--- config.mk ---
export PLATFORM = sky130hd
export DESIGN_NAME = user_position_flat
export DESIGN_NICKNAME = d
export VERILOG_FILES = /design/src/rtl/user_position_if.sv /design/src/rtl/user_position.sv /design/src/flat_wrapper.sv
export SDC_FILE = /design/constraint.sdc
export NUM_CORES = 1
export LEC_CHECK = 0
export BUFFER_PORTS_ARGS = -buffer_cell sky130_fd_sc_hd__buf_4
export CAP_MARGIN = 30
export CELL_PAD_IN_SITES_DETAIL_PLACEMENT = 1
export CELL_PAD_IN_SITES_GLOBAL_PLACEMENT = 1
export CORE_MARGIN = 1
export CORE_UTILIZATION = 39
export CTS_CLUSTER_DIAMETER = 200
export CTS_CLUSTER_SIZE = 12
export DETAILED_ROUTE_END_ITERATION = 8
export PLACE_DENSITY = 0.79
export REMOVE_ABC_BUFFERS = 1
export SYNTH_ARGS = -nofsm -noshare
export SYNTH_HDL_FRONTEND = slang
export SYNTH_SLANG_ARGS = --single-unit
export TNS_END_PERCENT = 20
--- constraint.sdc ---
create_clock -name CLOCK_50 -period 2.45 [get_ports CLOCK_50]
set_clock_uncertainty 0.05 [all_clocks]
set_input_delay 0.49 -clock CLOCK_50 [delete_from_list [all_inputs] [get_ports CLOCK_50]]
set_output_delay 0.49 -clock CLOCK_50 [all_outputs]
set_load 0.02 [all_outputs]
--- src/rtl/user_position_if.sv ---
// Direction inputs and cursor position bundle between button conditioning,
// the position register and the canvas/VGA renderer.
interface user_position_if #(
  parameter int X_W = 6,
  parameter int Y_W = 5
);
  logic           left;
  logic           right;
  logic           up;
  logic           down;
  logic [X_W-1:0] userX;
  logic [Y_W-1:0] userY;

  // Driver side: buttons in, cursor position back.
  modport master (
    output left, right, up, down,
    input  userX, userY
  );

  // Position register side.
  modport slave (
    input  left, right, up, down,
    output userX, userY
  );
endinterface

--- src/rtl/user_position.sv ---
// Cursor position register: integrates up/down/left/right into a wrapping X/Y
// grid coordinate. Define USER_POSITION_EDGE_MOVE_EN for one step per press.
module user_position #(
  parameter int GRID_W  = 64,
  parameter int GRID_H  = 32,
  parameter int X_W     = 6,
  parameter int Y_W     = 5,
  parameter int START_X = 0,
  parameter int START_Y = 0
) (
  input  logic          CLOCK_50,
  input  logic          reset,
  user_position_if.slave bus
);
  localparam logic [X_W-1:0] X_MAX   = X_W'(GRID_W - 1);
  localparam logic [Y_W-1:0] Y_MAX   = Y_W'(GRID_H - 1);
  localparam logic [X_W-1:0] X_START = X_W'(START_X);
  localparam logic [Y_W-1:0] Y_START = Y_W'(START_Y);
  localparam logic [X_W-1:0] X_ONE   = X_W'(1);
  localparam logic [Y_W-1:0] Y_ONE   = Y_W'(1);

  // Bit order of the direction vector: {left, right, up, down}.
  localparam int DIR_LEFT  = 3;
  localparam int DIR_RIGHT = 2;
  localparam int DIR_UP    = 1;
  localparam int DIR_DOWN  = 0;

  logic [3:0]     w_dir;
  logic [3:0]     w_step;
  logic           w_x_inc;
  logic           w_x_dec;
  logic           w_y_inc;
  logic           w_y_dec;
  logic [X_W-1:0] w_x_next;
  logic [Y_W-1:0] w_y_next;
  logic [X_W-1:0] r_x;
  logic [Y_W-1:0] r_y;

  assign w_dir = {bus.left, bus.right, bus.up, bus.down};

`ifdef USER_POSITION_EDGE_MOVE_EN
  logic [3:0] r_hist;

  // One history flop per direction; a step fires only on a 0->1 transition.
  generate
    for (genvar gi = 0; gi < 4; gi++) begin : g_hist
      always_ff @(posedge CLOCK_50 or negedge reset) begin
        if (!reset) begin
          r_hist[gi] <= 1'b0;
        end else begin
          r_hist[gi] <= w_dir[gi];
        end
      end
    end
  endgenerate

  assign w_step = w_dir & ~r_hist;
`else
  assign w_step = w_dir;
`endif

  // Opposing requests on the same axis cancel.
  assign w_x_inc = w_step[DIR_RIGHT] & ~w_step[DIR_LEFT];
  assign w_x_dec = w_step[DIR_LEFT]  & ~w_step[DIR_RIGHT];
  assign w_y_inc = w_step[DIR_DOWN]  & ~w_step[DIR_UP];
  assign w_y_dec = w_step[DIR_UP]    & ~w_step[DIR_DOWN];

  // Explicit edge compares so non-power-of-two grids wrap correctly.
  always_comb begin
    w_x_next = r_x;
    if (w_x_inc) begin
      w_x_next = (r_x == X_MAX) ? '0 : r_x + X_ONE;
    end else if (w_x_dec) begin
      w_x_next = (r_x == '0) ? X_MAX : r_x - X_ONE;
    end
  end

  always_comb begin
    w_y_next = r_y;
    if (w_y_inc) begin
      w_y_next = (r_y == Y_MAX) ? '0 : r_y + Y_ONE;
    end else if (w_y_dec) begin
      w_y_next = (r_y == '0) ? Y_MAX : r_y - Y_ONE;
    end
  end

  always_ff @(posedge CLOCK_50 or negedge reset) begin
    if (!reset) begin
      r_x <= X_START;
      r_y <= Y_START;
    end else begin
      r_x <= w_x_next;
      r_y <= w_y_next;
    end
  end

  assign bus.userX = r_x;
  assign bus.userY = r_y;
endmodule

--- src/flat_wrapper.sv ---
// flat-port wrapper written by rule: the top's interface ports become plain ports
module user_position_flat 
#(
  parameter int GRID_W  = 64,
  parameter int GRID_H  = 32,
  parameter int X_W     = 6,
  parameter int Y_W     = 5,
  parameter int START_X = 0,
  parameter int START_Y = 0
)
  (CLOCK_50, reset, bus_left, bus_right, bus_up, bus_down, bus_userX, bus_userY);
  user_position_if #(.X_W(X_W), .Y_W(Y_W)) bus_i ();
  input  logic CLOCK_50;
  input  logic reset;
  input wire logic [$bits(bus_i.left)-1:0] bus_left;
  input wire logic [$bits(bus_i.right)-1:0] bus_right;
  input wire logic [$bits(bus_i.up)-1:0] bus_up;
  input wire logic [$bits(bus_i.down)-1:0] bus_down;
  output wire logic [$bits(bus_i.userX)-1:0] bus_userX;
  output wire logic [$bits(bus_i.userY)-1:0] bus_userY;
  assign bus_i.left = bus_left;
  assign bus_i.right = bus_right;
  assign bus_i.up = bus_up;
  assign bus_i.down = bus_down;
  assign bus_userX = bus_i.userX;
  assign bus_userY = bus_i.userY;
  user_position #(.GRID_W(GRID_W), .GRID_H(GRID_H), .X_W(X_W), .Y_W(Y_W), .START_X(START_X), .START_Y(START_Y)) u_core (.CLOCK_50(CLOCK_50), .reset(reset), .bus(bus_i));
endmodule
-- Word-level counts from Yosys, hierarchy flattened
Cells that the tools add are included.
- add/sub/neg operators: 4
- multipliers: 0
- divide/modulo/power cells: 0
- $lt $le $gt $ge: 0
- equal/unequal tests: 2
- shifts and indexed selects: 0
- muxes and demuxes: 8
- bitwise logic cells: 8
- reductions and logical operators: 4
- operators by type and width (operator ; number):
    $mux W6 ; 4
    $mux W5 ; 4
    $add A6 B1 Y6 const B ; 1
    $eq A6 B6 Y1 const B ; 1
    $logic_not A6 Y1 ; 1
    $sub A6 B1 Y6 const B ; 1
    $add A5 B1 Y5 const B ; 1
    $eq A5 B5 Y1 const B ; 1
    $logic_not A5 Y1 ; 1
    $sub A5 B1 Y5 const B ; 1
    $and A1 B1 Y1 ; 4
    $not A1 Y1 ; 4
    $reduce_bool A2 Y1 ; 2
- register bits after elaboration: 11
- latch bits: 0
- RAM bits: 0
- bits in read-only memories: 0
- output and inout port bits: 11
- memories: 0

-- Logic depth before layout (Yosys ltp)
Gate-level depths: netlist of the first run.
- depth in word-level cells: 4
- depth in mapped cells: 7
- gate-level depth less buffers: 7

-- Worst setup path before layout of the first run
OpenSTA, ideal clock, no wires.
- kind: register -> register
- start point: register u_core.r_y[0], in the netlist u_core.bus.userY[0]
- end point: register u_core.r_y[3], in the netlist u_core.bus.userY[3]
- library setup time: 0.096 ns
- arrival: 1.735 ns
- required time: 2.304 ns
- setup slack: 0.570 ns
- stages on the path, launching flop included: 8
- cell sequence: dfrtp_1 ha_1 and3_1 ha_1 nor2b_1 nand4_1 o31a_1 o31ai_1
- word-level cells in the longest chain between the ends: 4
- elaborated cells between the ends (all ways): 8
- classes of those cells: add/sub: 2; eq/ne: 1; mux: 4; reduce/logical: 1
- RTL lines (element ; RTL line ; text):
    start: declaration ; user_position.sv:37 ; logic [Y_W-1:0] r_y;
    start signal: assignment ; user_position.sv:93 ; r_y <= w_y_next;
    $sub A5 B1 Y5 or $logic_not A5 Y1 (tied branches) ; user_position.sv:83 ; w_y_next = (r_y == '0) ? Y_MAX : r_y - Y_ONE;
    $mux W5 ; user_position.sv:83 ;
    $mux W5 ; user_position.sv:82 ; end else if (w_y_dec) begin
    $mux W5 * ; user_position.sv:80 ; if (w_y_inc) begin
Mark *: on every way between the ends. The rest lies on a longest branch, timed or not. The select of a mux whose other input is x is not followed.
A chain may end at the register's enable or synchronous reset.

-- Worst setup path in the final report of the first run
Same ends and word-level chain as after synthesis.

==> key figures, run 1 <==
Timing
  – Worst hold slack: 0.517 ns
  – Fmax: roughly 0.50 GHz
  – RSZ-0062 raised after global routing: no
  – Slew @ Worst Pin: between 0.4 and 0.5 ns
  – Fin crit period: 2.01 ns
  – Setup Viol. Count Final: 0
  – Slew Limit Headroom: 70.0%
  – Final setup TNS: 0 ns
  – Final period util: 81.9%
  – Max Slew Vio Count: 0
  – Final Hold Vio Count: 0

Yosys
  – Synth area leader: dfrtp_1
  – Area contributors post-synth: dfrtp_1, ha_1, o21ai_0
  – Synth unique cells: 39
  – Most used DFF post-synth: dfrtp_1
  – Post-synth top area share: a little under a third
  – Cells after Synth: about 110
  – Synth Register Bits: 11
  – Sequential fraction of the synthesis area: a little under a third
  – Synth warnings: 0
  – EDFF count, synth: 0
  – Synthesized area per cell: just over 8 µm²
  – Post-synthesis async set-or-reset flop share: 100%
  – Post-Syn Area: roughly 890 µm²

Place
  – Hpwl dp: ~1800 µm
  – Count of port buffers added during placement: 16
  – Gpl congestion: 0.865

CTS
  – Clock root cell: clkbuf_4
  – H-tree depth: 1
  – Post-CTS resize count: 0
  – Clock latency on the worst-skew pair: slightly below 0.3 ns
  – Post-CTS Setup Bufs: 0
  – CTS tree: done
  – Clock Tree Buf Depth: 2
  – # hold bufs at CTS: 1
  – CTS Sinks: 11
  – Number of buffers created by CTS: 3
  – Worst-path clk slew: around 0.08 ns

Cells and area
  – P&R area growth vs syn: 19.4%
  – Most common cell after layout, fill and taps aside: buf_4
  – Commonest non-fill, non-tap cells in the layout: buf_4, dfrtp_1, o21ai_0
  – Nets: 140
  – Diodes inserted: 0
  – Fillcell total: around 260
  – Proportion of layout cells with a drive suffix above 1: 20.8%

Worst setup path
  – Crit. End Element: flip-flop
  – FF-to-FF Start: u_core.bus.userY[0]
  – WP data arrival: between 2 and 2.5 ns
  – Slowest cell delay on critical path: 0.47 ns
  – Critical path startpoint category: flip-flop
  – Cell breakdown of the critical path: ha_1, and3_1, ha_1, nor2b_1, nand4_1, o31a_1, o31ai_1
  – Worst endpoint required time: about 2.6 ns
  – WS Path Type: reg2reg
  – Crit Path Max Fanout: 7
  – Setup crit start: u_core.bus.userY[0]
  – Most frequent CP cell: ha_1
  – CP max stage cell: dfrtp_1

Power
  – VDD IR-drop max: around 560 µV
  – Sw Ratio: about 50%
  – Static leakage: ~0.48 nW
  – Clock share of power: roughly a tenth
  – Gate power share: a little under three fifths
  – NetSw: 0.000633 W
  – Internal power: between 0.0006 and 0.0007 W
  – PwrDens: 1190 nW/µm²
  – Sequential share of power: between 30 and 40%

Detailed routing
  – Drt pass-1 iters: 4
  – DRT iter0 DRCs: 14
  – Post-route DRC: 0
  – Post-Route WL: between 2000 and 2500 µm
  – Post-route ant nets: 0
  – Routed len/inst: ~16 µm
  – Routed vias/inst: roughly 5.7
  – Via count: 868

Floorplan
  – Die width: approximately 50 µm
  – Die area: between 2000 and 2500 µm²
  – Row count: 16
  – Core Box Area: between 2000 and 2500 µm²
  – Initial Utilization: 43.3%
  – IO Count: 17
  – Chip Height: around 50 µm

Status
  – Status: finished, final reports clean

GRT
  – Vias in the first global route: about 820
  – Global-route wire length before repair: around 4000 µm
  – Total track usage: approximately 22%
  – Initial antenna violation count: 0
  – Largest net degree at the start of global routing: 12
  – Overflow after GRT: 0

Hold path
  – Worst min-delay path class: in2async

Run
  – Max Cap Viol: 0
-- final cells by class --
class / instances / area, µm² / share of cell area [%]
clock buffers: 4 / 26.3 / 2.47
multi-input cells: 82 / 554 / 52.1
well taps: 27 / 33.8 / 3.17
flip-flops and latches: 11 / 275 / 25.9
repair buffers: 18 / 138 / 12.9
inverters: 10 / 37.5 / 3.53
-- kinds of logic (layout without fill, tap and decap cells) --
kind of cell / after synthesis / count (layout) / share of synthesized area [%]
XOR/XNOR: 1 / 1 / 0.982
multiplexers: 1 / 1 / 1.12
buffers and inverters: 15 / 32 / 7.01
AO/OA/AOI/OAI: 39 / 39 / 29.0
flip-flops: 11 / 11 / 30.9
adder cells (fa/ha/maj): 8 / 8 / 11.2
AND/OR/NAND/NOR: 33 / 33 / 19.8
-- per-stage QoR --
step                utilization (%)  setup WS [ns]  total power, W  cells  area [µm²]
floorplan                         -          0.570        0.000862    103         867
global placement               49.9          0.583         0.00111    147        1030
detailed placement             49.9          0.481         0.00113    147        1030
CTS                            51.6          0.460         0.00127    152        1060
global route                   51.6          0.319         0.00137    152        1060
finish                         51.6          0.444         0.00127    152        1060
-- flip-flops by register name, indices dropped and copies added, names as in the netlist --
signal,cells
u_core.bus.userX,6
u_core.bus.userY,5
-- synth_stat cells, types with 2 or more instances --
cell	number
o31ai_1	4
clkbuf_1	2
inv_1	9
nand2_1	6
buf_2	2
o2111ai_1	2
dfrtp_1	11
nor3_1	2
nand4_1	2
nor2b_1	4
a21oi_1	9
ha_1	8
o21ai_0	10
nor2_1	9
nand3_1	4
-- critical path: cells and delay by family, from the launching register on --
kind	cells	cell delay, ns
adder cells (fa/ha/maj)	2	0.48
AO/OA/AOI/OAI	2	0.30
AND/OR/NAND/NOR	3	0.63
flip-flops	1	0.47
-- final timing paths --
path,end,slack (ns),depth (start not counted)
min in group CLOCK_50,u_core.bus.userY[3],0.53,1
max in group asynchronous,u_core.bus.userY[4],1.68,2
hold reg to reg,u_core.bus.userY[3],0.53,1
setup / recovery,u_core.bus.userY[3],0.44,7
setup reg to reg,u_core.bus.userY[3],0.44,7
hold / removal,u_core.bus.userY[3],0.52,2
-- power groups by stage --
stage	sequential (W)	clock [W]	combinational [W]
2_1_floorplan	0.000482	0	0.000380
3_3_place_gp	0.000420	0	0.000694
3_5_place_dp	0.000425	0	0.000709
4_1_cts	0.000421	0.000136	0.000714
5_1_grt	0.000443	0.000144	0.000786
6_report	0.000422	0.000136	0.000712
-- layer usage --
layer  part of all wire, %  up-vias  routed length [µm]  global-route usage [%]
met2                    44       14                1040                    30.6
met1                    52      417                1230                    30.6
met3                   3.3        5                  79                    6.48
li1                      -      432                   -                       -
met5                     0        -                   0                       0
met4                   1.0        0                  24                    7.14
No activity file was read; power rests on OpenSTA's default activity.
==> run 2: changes to the inputs <==
==> constraint.sdc (replaced) <==
create_clock -name CLOCK_50 -period 1.85 [get_ports CLOCK_50]
set_clock_uncertainty 0.05 [all_clocks]
set_input_delay 0.37 -clock CLOCK_50 [delete_from_list [all_inputs] [get_ports CLOCK_50]]
set_output_delay 0.37 -clock CLOCK_50 [all_outputs]
set_load 0.02 [all_outputs]
==> run 2 against run 1 <==
  * Count of clock-buffer cells in the layout unchanged
  * Wire length up 13%
  * Highest routed layer unchanged
  * Combinational power up 50%
  * Critical path type unchanged
  * Clock power up 30%
  * First-iteration DRC count up 100%
  * Largest cell class unchanged
  * Sequential share of layout area down 1.4 points
  * Register-to-register slack worse by 0.33 ns
==> key figures, run 2 (same netlist as run 1, synthesis figures left out) <==
Status
  – Status: finished, final reports clean

Timing
  – Setup Viol. Count Final: 0
  – Fmax: 0.577 GHz
  – RSZ-0062 raised after global routing: no
  – Final period util: 93.7%
  – Final setup TNS: 0 ns
  – Slew @ Worst Pin: about 0.44 ns
  – Max Slew Vio Count: 0
  – Fin crit period: between 1.5 and 2 ns
  – Slew Limit Headroom: between 70% and 80%
  – Final Hold Vio Count: 0

Worst setup path
  – CP Depth: 8
  – Family with the most delay on the worst path: simple AND/OR/NAND/NOR gates
  – Crit Path Max Fanout: 3
  – R2R cell count: 8
  – WS Path Type: reg2reg
  – Cell breakdown of the critical path: ha_1, and3_1, ha_4, nor2b_2, buf_4, nor2b_1, o31ai_1, o31ai_1
  – CP max stage cell: dfrtp_1
  – Most frequent CP cell: o31ai_1
  – Buf/Inv on CP: 1
  – WP data arrival: around 1.9 ns
  – Slowest cell delay on critical path: roughly 0.36 ns
  – Crit. End Element: flip-flop
  – Worst endpoint required time: between 1.5 and 2 ns
  – Critical path startpoint category: flip-flop

Floorplan
  – Row count: 16
  – Chip Height: between 40 and 50 µm
  – Die area: around 2500 µm²
  – Initial Utilization: a little over two fifths
  – IO Count: 17
  – Die width: ~50 µm
  – Core Box Area: 2060 µm²

Power
  – NetSw: 0.000880 W
  – VDD IR-drop max: 708 µV
  – Internal power: 0.000893 W
  – Sequential share of power: 29.7%
  – Clock share of power: around a tenth
  – Gate power share: between 60% and 70%
  – PwrDens: approximately 1600 nW/µm²
  – Sw Ratio: around half
  – Static leakage: between 0.5 and 0.6 nW
  – Tot Pwr: between 0.0015 and 0.002 W

GRT
  – Largest net degree at the start of global routing: 12
  – Vias in the first global route: approximately 960
  – Overflow after GRT: 0
  – Initial antenna violation count: 0
  – Total track usage: about a quarter
  – Global-route wire length before repair: 4450 µm

Cells and area
  – Nets: around 150
  – Layout Cells excl Fill: between 150 and 200
  – Commonest non-fill, non-tap cells in the layout: buf_4, dfrtp_1, o21ai_0
  – P&R area growth vs syn: 26.1%
  – Proportion of layout cells with a drive suffix above 1: 26.0%
  – Diodes inserted: 0
  – Max FFs per register: 6
  – Most common cell after layout, fill and taps aside: buf_4
  – Fillcell total: approximately 270

Place
  – Count of port buffers added during placement: 16
  – Placed Cells: around 150
  – Hpwl dp: 2070 µm
  – Gpl congestion: 0.807

CTS
  – Number of buffers created by CTS: 3
  – Worst-path clk slew: approximately 0.080 ns
  – Clock root cell: clkbuf_4
  – H-tree depth: 1
  – Clock Tree Buf Depth: 2
  – Clock latency on the worst-skew pair: approximately 0.28 ns
  – CTS Sinks: 11
  – CTS tree: done

Detailed routing
  – Routed vias/inst: between 5 and 6
  – Post-route DRC: 0
  – Routed len/inst: between 15 and 20 µm
  – Via count: roughly 940
  – Post-route ant nets: 0
  – Drt pass-1 iters: 4
  – DRT iter0 DRCs: 28
  – Post-Route WL: ~2700 µm

Run
  – Max Cap Viol: 0

Hold path
  – Worst min-delay path class: in2async
-- run 2: repair_timing --
action,CTS,global route
hold endpoints to repair,11,0
endpoints found under the setup margin,0,3
gates resized for setup,0,3
hold buffers,1,0
setup buffers,0,0
-- run 2: worst paths after layout --
check                                    startpoint             endpoint  slack [ns]
worst max-delay path            u_core.bus.userY[1]  u_core.bus.userY[2]        0.12
worst min-delay path                          reset  u_core.bus.userX[2]        0.40
worst max register to register  u_core.bus.userY[1]  u_core.bus.userY[2]        0.12
worst min register to register  u_core.bus.userY[3]  u_core.bus.userY[3]        0.53
max in group asynchronous                     reset  u_core.bus.userX[0]        1.19
min in group CLOCK_50                     bus_right  u_core.bus.userX[1]        0.52
-- run 2: final cells by class --
type | count | area, µm² | share of cell area, %
clock buffers | 4 | 26.3 | 2.34
inverters | 10 | 37.5 | 3.34
repair buffers | 24 | 183 | 16.2
flip-flops and latches | 11 | 275 | 24.5
multi-input cells | 82 | 569 | 50.6
well taps | 27 | 33.8 | 3.00
-- run 2: layer usage --
metal / vias to the layer above / track usage (%) / wire length (µm)
li1: 442 / - / -
met1: 470 / 29.0 / 1210
met2: 20 / 41.7 / 1350
met3: 3 / 7.10 / 107
met4: 0 / 6.19 / 17
met5: - / 0 / 0
-- run 2: power by group through the flow --
stage | Combinational [W] | Sequential [W] | Clock [W]
finish | 0.00107 | 0.000526 | 0.000177
detailed placement | 0.00105 | 0.000524 | 0
global route | 0.00116 | 0.000546 | 0.000191
CTS | 0.00106 | 0.000521 | 0.000178
floorplan | 0.000503 | 0.000639 | 0
global placement | 0.00100 | 0.000511 | 0
-- run 2: metrics by stage --
step	cell area, µm²	util (%)	hold slack [ns]	worst slack, ns
after floorplan	867	-	0.0244	-0.0304
after global placement	1070	52.1	0.163	0.124
after detailed placement	1070	52.1	0.163	0.0484
after CTS	1110	53.8	0.408	0.0310
after global routing	1120	54.6	0.417	0.0232
final	1120	54.6	0.403	0.117
